<file path="config.mk">
export PLATFORM = sky130hd
export DESIGN_NAME = paged_bcd_display_flat
export DESIGN_NICKNAME = d
export VERILOG_FILES = /design/src/rtl/paged_bcd_display_if.sv /design/src/rtl/paged_bcd_display.sv /design/src/flat_wrapper.sv
export SDC_FILE = /design/constraint.sdc
export NUM_CORES = 1
export LEC_CHECK = 0
export CAP_MARGIN = 15
export CORE_AREA = 3 3 125 157
export CTS_BUF_LIST = sky130_fd_sc_hd__clkbuf_16
export CTS_CLUSTER_DIAMETER = 200
export DETAILED_ROUTE_END_ITERATION = 8
export DIE_AREA = 0 0 128 160
export DONT_BUFFER_PORTS = 1
export GPL_TIMING_DRIVEN = 0
export PLACE_DENSITY_LB_ADDON = 0.12
export SYNTH_ARGS = -nofsm -noshare
export SYNTH_HDL_FRONTEND = slang
export SYNTH_SLANG_ARGS = --single-unit
export TNS_END_PERCENT = 100
</file>
<file path="constraint.sdc">
create_clock -name CLOCK_50 -period 4.8 [get_ports CLOCK_50]
set_input_delay 0.48 -clock CLOCK_50 [delete_from_list [all_inputs] [get_ports CLOCK_50]]
set_output_delay 0.48 -clock CLOCK_50 [all_outputs]
set_load 0.005 [all_outputs]
</file>
<file path="src/rtl/paged_bcd_display_if.sv">
// Bundles the display front-end's data, control and status signals.
// Latency: none, wiring only.
// Backpressure: none; load is a request that the front-end may ignore while busy or in hold.
interface paged_bcd_display_if #(
  parameter int DATA_W      = 36,
  parameter int PAGE_DIGITS = 3
);
  logic [DATA_W-1:0]        data_in;
  logic                     load;
  logic                     btn_n;
  logic                     blank_lz;
  logic [4*PAGE_DIGITS-1:0] hex_digit;
  logic [3:0]               page;
  logic                     running;
  logic                     busy;
  logic                     bcd_valid;

  // Source of the value and user controls; consumer of the display nibbles.
  modport master (
    output data_in, load, btn_n, blank_lz,
    input  hex_digit, page, running, busy, bcd_valid
  );

  // The display front-end itself.
  modport slave (
    input  data_in, load, btn_n, blank_lz,
    output hex_digit, page, running, busy, bcd_valid
  );
endinterface

</file>
<file path="src/rtl/paged_bcd_display.sv">
// Snapshots a binary value, converts it to BCD by shift-add-3 and pages the digits under a dwell timer.
// Latency: DATA_W cycles from accepted load to store update; hex_digit is one register behind store/page.
// Backpressure: load is dropped (not queued) while a conversion runs or while in hold.
module paged_bcd_display #(
  parameter int DATA_W      = 36,
  parameter int DIGITS      = 11,
  parameter int PAGE_DIGITS = 3,
  parameter int DWELL       = 25_000_000,
  parameter int DEBOUNCE    = 1_000_000
) (
  input  logic                 CLOCK_50,
  input  logic                 reset_n,
  paged_bcd_display_if.slave   bus
);

  localparam int PAGES   = (DIGITS + PAGE_DIGITS - 1) / PAGE_DIGITS;
  localparam int SLOTS   = PAGES * PAGE_DIGITS;
  localparam int BCD_W   = 4 * DIGITS;
  localparam int HEX_W   = 4 * PAGE_DIGITS;
  localparam int SC_W    = $clog2(DATA_W + 1);
  localparam int DB_W    = $clog2(DEBOUNCE + 1);
  localparam int DWELL_W = (DWELL > 1) ? $clog2(DWELL) : 1;

  typedef enum logic {
    ST_IDLE,
    ST_CONV
  } state_t;

  // Button synchroniser and debouncer state
  logic              sync1_q, sync1_d;
  logic              sync2_q, sync2_d;
  logic              deb_q, deb_d;
  logic              deb_prev_q, deb_prev_d;
  logic [DB_W-1:0]   deb_cnt_q, deb_cnt_d;
  logic              running_q, running_d;

  // Conversion engine state
  state_t            state_q, state_d;
  logic [SC_W-1:0]   shift_cnt_q, shift_cnt_d;
  logic [DATA_W-1:0] bin_q, bin_d;
  logic [BCD_W-1:0]  work_q, work_d;
  logic [BCD_W-1:0]  store_q, store_d;
  logic              busy_q, busy_d;
  logic              valid_q, valid_d;

  // Paging and display state
  logic [DWELL_W-1:0] dwell_q, dwell_d;
  logic [3:0]         page_q, page_d;
  logic [HEX_W-1:0]   hex_q, hex_d;

  // Combinational helpers for the display path
  logic [DIGITS-1:0]  lz;
  logic               seen_nz;
  logic [4*SLOTS-1:0] slot;
  logic [BCD_W-1:0]   adj;

  // Add 3 to every BCD digit that is 5 or more, ahead of the next left shift.
  function automatic logic [BCD_W-1:0] add3(input logic [BCD_W-1:0] v);
    logic [BCD_W-1:0] r;
    r = v;
    for (int i = 0; i < DIGITS; i++) begin
      if (r[4*i +: 4] >= 4'd5) begin
        r[4*i +: 4] = r[4*i +: 4] + 4'd3;
      end
    end
    return r;
  endfunction

  // Button: two-stage synchroniser, stability counter, falling-edge toggle of run/hold.
  always_comb begin
    sync1_d    = bus.btn_n;
    sync2_d    = sync1_q;
    deb_d      = deb_q;
    deb_cnt_d  = deb_cnt_q;
    deb_prev_d = deb_q;
    if (sync2_q == deb_q) begin
      deb_cnt_d = '0;
    end else if (deb_cnt_q == DB_W'(DEBOUNCE)) begin
      deb_d     = sync2_q;
      deb_cnt_d = '0;
    end else begin
      deb_cnt_d = deb_cnt_q + 1'b1;
    end
    // A press is a debounced 1->0; release leaves running alone.
    running_d = running_q ^ (deb_prev_q & ~deb_q);
  end

  // Conversion: accept a snapshot when idle and running, then one shift per cycle MSB-first.
  always_comb begin
    state_d     = state_q;
    shift_cnt_d = shift_cnt_q;
    bin_d       = bin_q;
    work_d      = work_q;
    store_d     = store_q;
    busy_d      = busy_q;
    valid_d     = valid_q;
    adj         = add3(work_q);
    case (state_q)
      ST_IDLE: begin
        if (bus.load && running_q) begin
          state_d     = ST_CONV;
          busy_d      = 1'b1;
          bin_d       = bus.data_in;
          work_d      = '0;
          shift_cnt_d = '0;
        end
      end
      ST_CONV: begin
        work_d      = (adj << 1) | {{(BCD_W-1){1'b0}}, bin_q[DATA_W-1]};
        bin_d       = bin_q << 1;
        shift_cnt_d = shift_cnt_q + 1'b1;
        // The final shift lands straight in the store so the display never sees a partial value.
        if (shift_cnt_q == SC_W'(DATA_W - 1)) begin
          store_d = (adj << 1) | {{(BCD_W-1){1'b0}}, bin_q[DATA_W-1]};
          valid_d = 1'b1;
          busy_d  = 1'b0;
          state_d = ST_IDLE;
        end
      end
      default: begin
        state_d = ST_IDLE;
        busy_d  = 1'b0;
      end
    endcase
  end

  // Paging: dwell timer runs only with a valid store and in run mode; pages step downwards and wrap.
  always_comb begin
    dwell_d = dwell_q;
    page_d  = page_q;
    if (running_q && valid_q) begin
      if (dwell_q == DWELL_W'(DWELL - 1)) begin
        dwell_d = '0;
        page_d  = (page_q == 4'd0) ? 4'(PAGES - 1) : page_q - 4'd1;
      end else begin
        dwell_d = dwell_q + 1'b1;
      end
    end
  end

  // Display: mark leading zeros, pad missing digits with blanks, pick the current page.
  always_comb begin
    seen_nz = 1'b0;
    lz      = '0;
    for (int j = DIGITS - 1; j >= 0; j--) begin
      lz[j]   = (store_q[4*j +: 4] == 4'd0) && !seen_nz && (j != 0);
      seen_nz = seen_nz | (store_q[4*j +: 4] != 4'd0);
    end
    slot = '1;
    for (int j = 0; j < DIGITS; j++) begin
      slot[4*j +: 4] = (bus.blank_lz && lz[j]) ? 4'hF : store_q[4*j +: 4];
    end
    hex_d = '1;
    if (valid_q) begin
      for (int p = 0; p < PAGES; p++) begin
        if (page_q == 4'(p)) begin
          hex_d = slot[HEX_W*p +: HEX_W];
        end
      end
    end
  end

  // All state registers, cleared asynchronously.
  always_ff @(posedge CLOCK_50 or negedge reset_n) begin
    if (!reset_n) begin
      sync1_q     <= 1'b1;
      sync2_q     <= 1'b1;
      deb_q       <= 1'b1;
      deb_prev_q  <= 1'b1;
      deb_cnt_q   <= '0;
      running_q   <= 1'b1;
      state_q     <= ST_IDLE;
      shift_cnt_q <= '0;
      bin_q       <= '0;
      work_q      <= '0;
      store_q     <= '0;
      busy_q      <= 1'b0;
      valid_q     <= 1'b0;
      dwell_q     <= '0;
      page_q      <= 4'(PAGES - 1);
      hex_q       <= '1;
    end else begin
      sync1_q     <= sync1_d;
      sync2_q     <= sync2_d;
      deb_q       <= deb_d;
      deb_prev_q  <= deb_prev_d;
      deb_cnt_q   <= deb_cnt_d;
      running_q   <= running_d;
      state_q     <= state_d;
      shift_cnt_q <= shift_cnt_d;
      bin_q       <= bin_d;
      work_q      <= work_d;
      store_q     <= store_d;
      busy_q      <= busy_d;
      valid_q     <= valid_d;
      dwell_q     <= dwell_d;
      page_q      <= page_d;
      hex_q       <= hex_d;
    end
  end

  assign bus.hex_digit = hex_q;
  assign bus.page      = page_q;
  assign bus.running   = running_q;
  assign bus.busy      = busy_q;
  assign bus.bcd_valid = valid_q;

endmodule

</file>
<file path="src/flat_wrapper.sv">
// flat-port wrapper written by rule: the top's interface ports become plain ports
module paged_bcd_display_flat 
#(
  parameter int DATA_W      = 36,
  parameter int DIGITS      = 11,
  parameter int PAGE_DIGITS = 3,
  parameter int DWELL       = 25_000_000,
  parameter int DEBOUNCE    = 1_000_000
)
  (CLOCK_50, reset_n, bus_data_in, bus_load, bus_btn_n, bus_blank_lz, bus_hex_digit, bus_page, bus_running, bus_busy, bus_bcd_valid);
  paged_bcd_display_if #(.DATA_W(DATA_W), .PAGE_DIGITS(PAGE_DIGITS)) bus_i ();
  input  logic CLOCK_50;
  input  logic reset_n;
  input wire logic [$bits(bus_i.data_in)-1:0] bus_data_in;
  input wire logic [$bits(bus_i.load)-1:0] bus_load;
  input wire logic [$bits(bus_i.btn_n)-1:0] bus_btn_n;
  input wire logic [$bits(bus_i.blank_lz)-1:0] bus_blank_lz;
  output wire logic [$bits(bus_i.hex_digit)-1:0] bus_hex_digit;
  output wire logic [$bits(bus_i.page)-1:0] bus_page;
  output wire logic [$bits(bus_i.running)-1:0] bus_running;
  output wire logic [$bits(bus_i.busy)-1:0] bus_busy;
  output wire logic [$bits(bus_i.bcd_valid)-1:0] bus_bcd_valid;
  assign bus_i.data_in = bus_data_in;
  assign bus_i.load = bus_load;
  assign bus_i.btn_n = bus_btn_n;
  assign bus_i.blank_lz = bus_blank_lz;
  assign bus_hex_digit = bus_i.hex_digit;
  assign bus_page = bus_i.page;
  assign bus_running = bus_i.running;
  assign bus_busy = bus_i.busy;
  assign bus_bcd_valid = bus_i.bcd_valid;
  paged_bcd_display #(.DATA_W(DATA_W), .DIGITS(DIGITS), .PAGE_DIGITS(PAGE_DIGITS), .DWELL(DWELL), .DEBOUNCE(DEBOUNCE)) u_core (.CLOCK_50(CLOCK_50), .reset_n(reset_n), .bus(bus_i));
endmodule
</file>
-- Yosys cells after proc, flatten, opt, wreduce, memory -nomap -nowiden
Index checks and enable logic that the tools add are counted.
- add/subtract/negate cells: 15
- order comparisons: 11
- equality and inequality tests: 9
- muxes and demuxes: 42
- bitwise gates (word level): 14
- reductions and logical operators: 54
- operators by type and width (kind ; number):
    one-hot mux 44 bit (2 select lines) ; 1
    two-way mux 4 bit ; 21
    one-hot mux 36 bit (2 select lines) ; 1
    two-way mux 12 bit ; 5
    >= comparator 4 x 3 -> 1 bit (second input constant) ; 11
    zero test 4 bit ; 11
    two-way mux 44 bit ; 1
    OR 44 x 1 -> 44 bit ; 1
    adder 4 x 2 -> 4 bit (second input constant) ; 10
    two-way mux 20 bit ; 2
    two-way mux 36 bit ; 1
    nonzero test 4 bit ; 9
    adder 25 x 1 -> 25 bit (second input constant) ; 1
    equality test 25 bit (second input constant) ; 1
    two-way mux 25 bit ; 1
    logical AND 1 bit ; 21
    adder 20 x 1 -> 20 bit (second input constant) ; 1
    equality test 20 bit (second input constant) ; 1
    one-hot mux 6 bit (2 select lines) ; 1
    zero test 1 bit ; 9
    equality test 4 x 2 -> 1 bit (second input constant) ; 2
    OR 1 bit ; 8
    AND reduction 2 bit ; 4
    adder 6 x 1 -> 6 bit (second input constant) ; 1
    14 further kinds ; 20
- bits in registers: 199
- input bits: 41
- output and inout port bits: 19
- logic and storage cells: 161

-- Logic depth before layout (Yosys ltp)
- depth in word-level cells: 18
- mapped depth: 7
- mapped depth without buffers: 7

-- Worst setup path after synthesis
No wires, ideal clock.
- kind: register to register
- from: register u_core.running_q (netlist: u_core.bus.running)
- to: register u_core.dwell_q[11]
- library setup time: 0.121 ns
- data arrival time: 1.895 ns
- required time: 4.679 ns
- slack: 2.783 ns
- stages on the path, launching flop included: 8
- buffers on the path: 3
- clock period less this slack: 2.017 ns
- cells stage by stage: dfstp_2 buf_2 nand4_1 or2_2 nor4b_2 buf_2 buf_2 nor2_1
- word-level cells in the longest chain between the ends: 1
- ends and longest elaborated chain (element ; RTL line ; text):
    start: declaration ; paged_bcd_display.sv:35 ; logic running_q, running_d;
    start signal: assignment ; paged_bcd_display.sv:188 ; running_q <= running_d;
    logical AND 1 bit ; paged_bcd_display.sv:131 ; if (running_q && valid_q) begin
    end signal: assignment ; paged_bcd_display.sv:196 ; dwell_q <= dwell_d;
    end: declaration ; paged_bcd_display.sv:47 ; logic [DWELL_W-1:0] dwell_q, dwell_d;
Every way passes these cells.
A chain may end at the register's enable or synchronous reset.

-- Worst setup path in the final report
- from: register u_core.running_q (netlist: u_core.bus.running)
- to: register u_core.dwell_q[14]
Same word-level chain as after synthesis.

==> run_results.csv <==
group,metric,value,unit
clock_network,tritoncts,"done",
drt,wl_per_cell,16.52,um
finish,drive_above_1_share,6.743,%
timing,slew_violations,0,
global_route,antenna_found_initial,0,
timing,relSlewSlack,18.80,%
worst_setup_path,setup.worst_path.end_class,"flip-flop",
clock_network,cts_root_buf,"clkbuf_16",
clock_network,cts_sinks,199,
global_route,grt_overflow,0,
place,gp_congestion,0.9388,
place,hpwl,14990,um
clock_network,ctsHtreeMaxLevel,4,
yosys,syn_area_per_cell,9.739,um^2
finish,synthToLayoutAreaGrowth,8.733,%
hold_path,hp-class,"input pin to async pin",
global_route,grt_start_max_net_pins,200,
worst_setup_path,path_max_fanout,9,
timing,tightest_slew,1207,ps
global_route,grt_pass1_wl,35490,um
yosys,synth-seq-cells,199,
drt,drt_wl_total,21160,um
worst_setup_path,cp_data_arrival_time,2880,ps
yosys,synth_edf_count,0,
pwr,peakVddDrop,0.2486,mV
timing,setup_viol,0,
worst_setup_path,reg2regPathDepth,6,
timing,fin_setup_tns,0,ps
worst_setup_path,critPathKind,"flip-flop to flip-flop",
pwr,power.leakage,4.572,nW
worst_setup_path,r2r-end,"u_core.dwell_q[14]",
die,num_rows,55,
drt,drt_iter0_drc,469,
outcome,violations,"hold timing",
clock_network,clk_latency,440,ps
yosys,seq_area_frac_synth,50.32,%
clock_network,clockBufferDepth,2,
flow_run,drv_cap,0,
timing,hold_viol,185,
worst_setup_path,cp-start-kind,"flip-flop",
timing,fin_crit_sh,53.42,%
worst_setup_path,reg2reg_from,"u_core.bus.running",
die,core_area,18170,um^2
yosys,netlist_instances,1021,
yosys,syn_area,9943,um^2
worst_setup_path,worst_ep_required_time,5120,ps
yosys,synth-main-ff-cell,"dfrtp_1",
die,initial_utilization,54.73,%
drt,viasPerCell,5.721,
timing,fmax,390.0,MHz
drt,dr.pass1.iters,5,
global_route,grt.total_usage,21.36,%
die,dieArea,20480,um^2
yosys,syn-num-nets,1092,
timing,clock-skew-final,12.44,ps
die,num_io_pins,60,
clock_network,cts_made_buffers,17,
place,io_buffers,0,
pwr,power,3.125,mW
drt,drc_errors,0,
global_route,grt_pass1_vias,7203,
die,die_h,160,um
timing,rsz0062_at_grt,"no",
die,die_x,128,um
timing,hold_ws,-269.4,ps
finish,fillCellCount,1597,
yosys,synth_cell_types,46,
drt,vias,7329,
timing,min_period,2564,ps
pwr,p_per_area,289.0,nW/um^2
yosys,ys_warn_count,0,
finish,antenna_cells,0,
yosys,async_flop_share,100.0,%
worst_setup_path,timing.reg2reg.setup_slack,2240,ps
finish,final_nets,1111,
outcome,status,"complete, but fails checks",
clock_network,cts_setup_buffers,0,
clock_network,clkSlewWorstSetupHoldPaths,80,ps
drt,ant_nets,0,
[cells by family after synthesis]
kind of cell	after synthesis	share of synthesized area, %
buffers and inverters	84	3.221
AO/OA/AOI/OAI	198	10.88
multiplexers	74	7.512
flip-flops	199	50.32
adder cells (fa/ha/maj)	30	3.775
AND/OR/NAND/NOR	383	19.62
XOR/XNOR	53	4.668
[what timing repair did]
item / in CTS / in global routing
gates resized for setup: 0 / 0
setup endpoints to repair: 0 / 0
endpoints found under the hold margin: 199 / 199
[final cells by class]
type                            count  area, um^2  area share [%]
Sequential cell                   199        5004           46.28
Multi-Input combinational cell    738        4619           42.73
Clock buffer                       17       425.4           3.935
Tap cell                          228       285.3           2.639
Buffer                             42       162.7           1.504
Clock inverter                     15       157.7           1.458
Inverter                           42       157.7           1.458
[critical path, cell delays in order, from the launching register on]
cell and delay, ps:
dfstp_2 560, buf_2 240, nand4_1 170, nor4_1 1030, nand4_1 210, xor2_1 180, nor2_1 60
[Yosys cell counts (3+ instances only)]
| master | count | area [um^2] |
|---|---|---|
| a211oi_1 | 3 | 22.52 |
| a21oi_1 | 50 | 250.2 |
| a222oi_1 | 4 | 40.04 |
| a311oi_1 | 4 | 35.03 |
| and3_1 | 8 | 50.05 |
| and4_1 | 3 | 26.28 |
| buf_1 | 8 | 30.03 |
| buf_2 | 4 | 20.02 |
| clkbuf_1 | 30 | 112.6 |
| dfrtp_1 | 180 | 4504 |
| dfstp_2 | 19 | 499.2 |
| ha_1 | 30 | 375.4 |
| inv_1 | 42 | 157.7 |
| mux2_2 | 5 | 56.30 |
| mux2i_1 | 69 | 690.7 |
| nand2_1 | 159 | 596.8 |
| nand2b_1 | 15 | 93.84 |
| nand3_1 | 32 | 160.2 |
| nand3b_1 | 4 | 30.03 |
| nand4_1 | 16 | 100.1 |
| nor2_1 | 59 | 221.5 |
| nor2b_1 | 5 | 31.28 |
| nor3_1 | 19 | 95.09 |
| nor3b_1 | 32 | 240.2 |
| nor4_1 | 10 | 62.56 |
| nor4_4 | 4 | 85.08 |
| nor4bb_1 | 4 | 40.04 |
| o21ai_0 | 121 | 605.6 |
| o221ai_1 | 5 | 43.79 |
| o31ai_1 | 3 | 22.52 |
| or2_2 | 3 | 18.77 |
| xnor2_1 | 28 | 245.2 |
| xor2_1 | 25 | 219.0 |
[state kept, by name, indices dropped and copies added (netlist names), 4 cells and up]
name	cells
u_core.bus.hex_digit	12
u_core.shift_cnt_q	6
u_core.dwell_q	25
u_core.bin_q	36
u_core.deb_cnt_q	20
u_core.work_q	44
u_core.bus.page	4
u_core.store_q	44
[routing by layer]
metal	global-route usage, %	share of wire (%)
met1	28.44	45
met2	35.20	48
met3	4.751	5.0
met4	6.033	1.5
met5	0	0
[layout by cell type, fill, tap and decap left out, drive strengths merged, types with 4 or more instances in the layout]
cell / netlist / final
dfrtp: 180 / 180
dfstp: 19 / 19
xor2: 25 / 25
clkbuf: 30 / 47
nand3b: 5 / 5
a211oi: 4 / 4
o21ai: 123 / 123
nor2b: 5 / 5
a222oi: 4 / 4
nand4: 16 / 16
o221ai: 5 / 5
nor3b: 32 / 32
buf: 12 / 12
nor4: 15 / 15
nand2b: 15 / 15
xnor2: 28 / 28
a311oi: 4 / 4
a21oi: 50 / 50
nand3: 32 / 32
ha: 30 / 30
mux2: 5 / 5
nor3: 19 / 19
and3: 8 / 8
mux2i: 69 / 69
inv: 42 / 51
nor2: 59 / 59
nor4bb: 4 / 4
nand2: 159 / 159
[stage by stage]
step	worst slack, ps	std cells	instance area (um^2)	util (%)
detailed placement	2253	1249	10230	56.30
finish	2236	1281	10810	59.51
floorplan	2783	1021	9943	-
global placement	2243	1249	10230	56.30
CTS	2222	1281	10810	59.51
global route	2100	1281	10810	59.51
[power breakdown]
part / switching (mW) / internal (mW) / total, mW
combinational: 0.0103 / 0.00832 / 0.0186
sequential: 0.00292 / 1.68 / 1.68
clock: 0.685 / 0.739 / 1.42
total: 0.698 / 2.43 / 3.12
[worst max-delay path by stage]
| stage | startpoint | end | slack [ps] | cells past startpoint |
|---|---|---|---|---|
| 6_report | u_core.bus.running | u_core.dwell_q[14] | 2240 | 6 |
| 5_1_grt | u_core.bus.running | u_core.dwell_q[16] | 2100 | 6 |
| 4_1_cts | u_core.bus.running | u_core.dwell_q[12] | 2220 | 7 |
| 3_5_place_dp | u_core.bus.running | u_core.dwell_q[12] | 2250 | 7 |
| 3_3_place_gp | u_core.bus.running | u_core.dwell_q[14] | 2240 | 6 |
| 2_1_floorplan | u_core.bus.running | u_core.dwell_q[11] | 2780 | 7 |
Note: power is estimated with default switching activity, not from simulation.
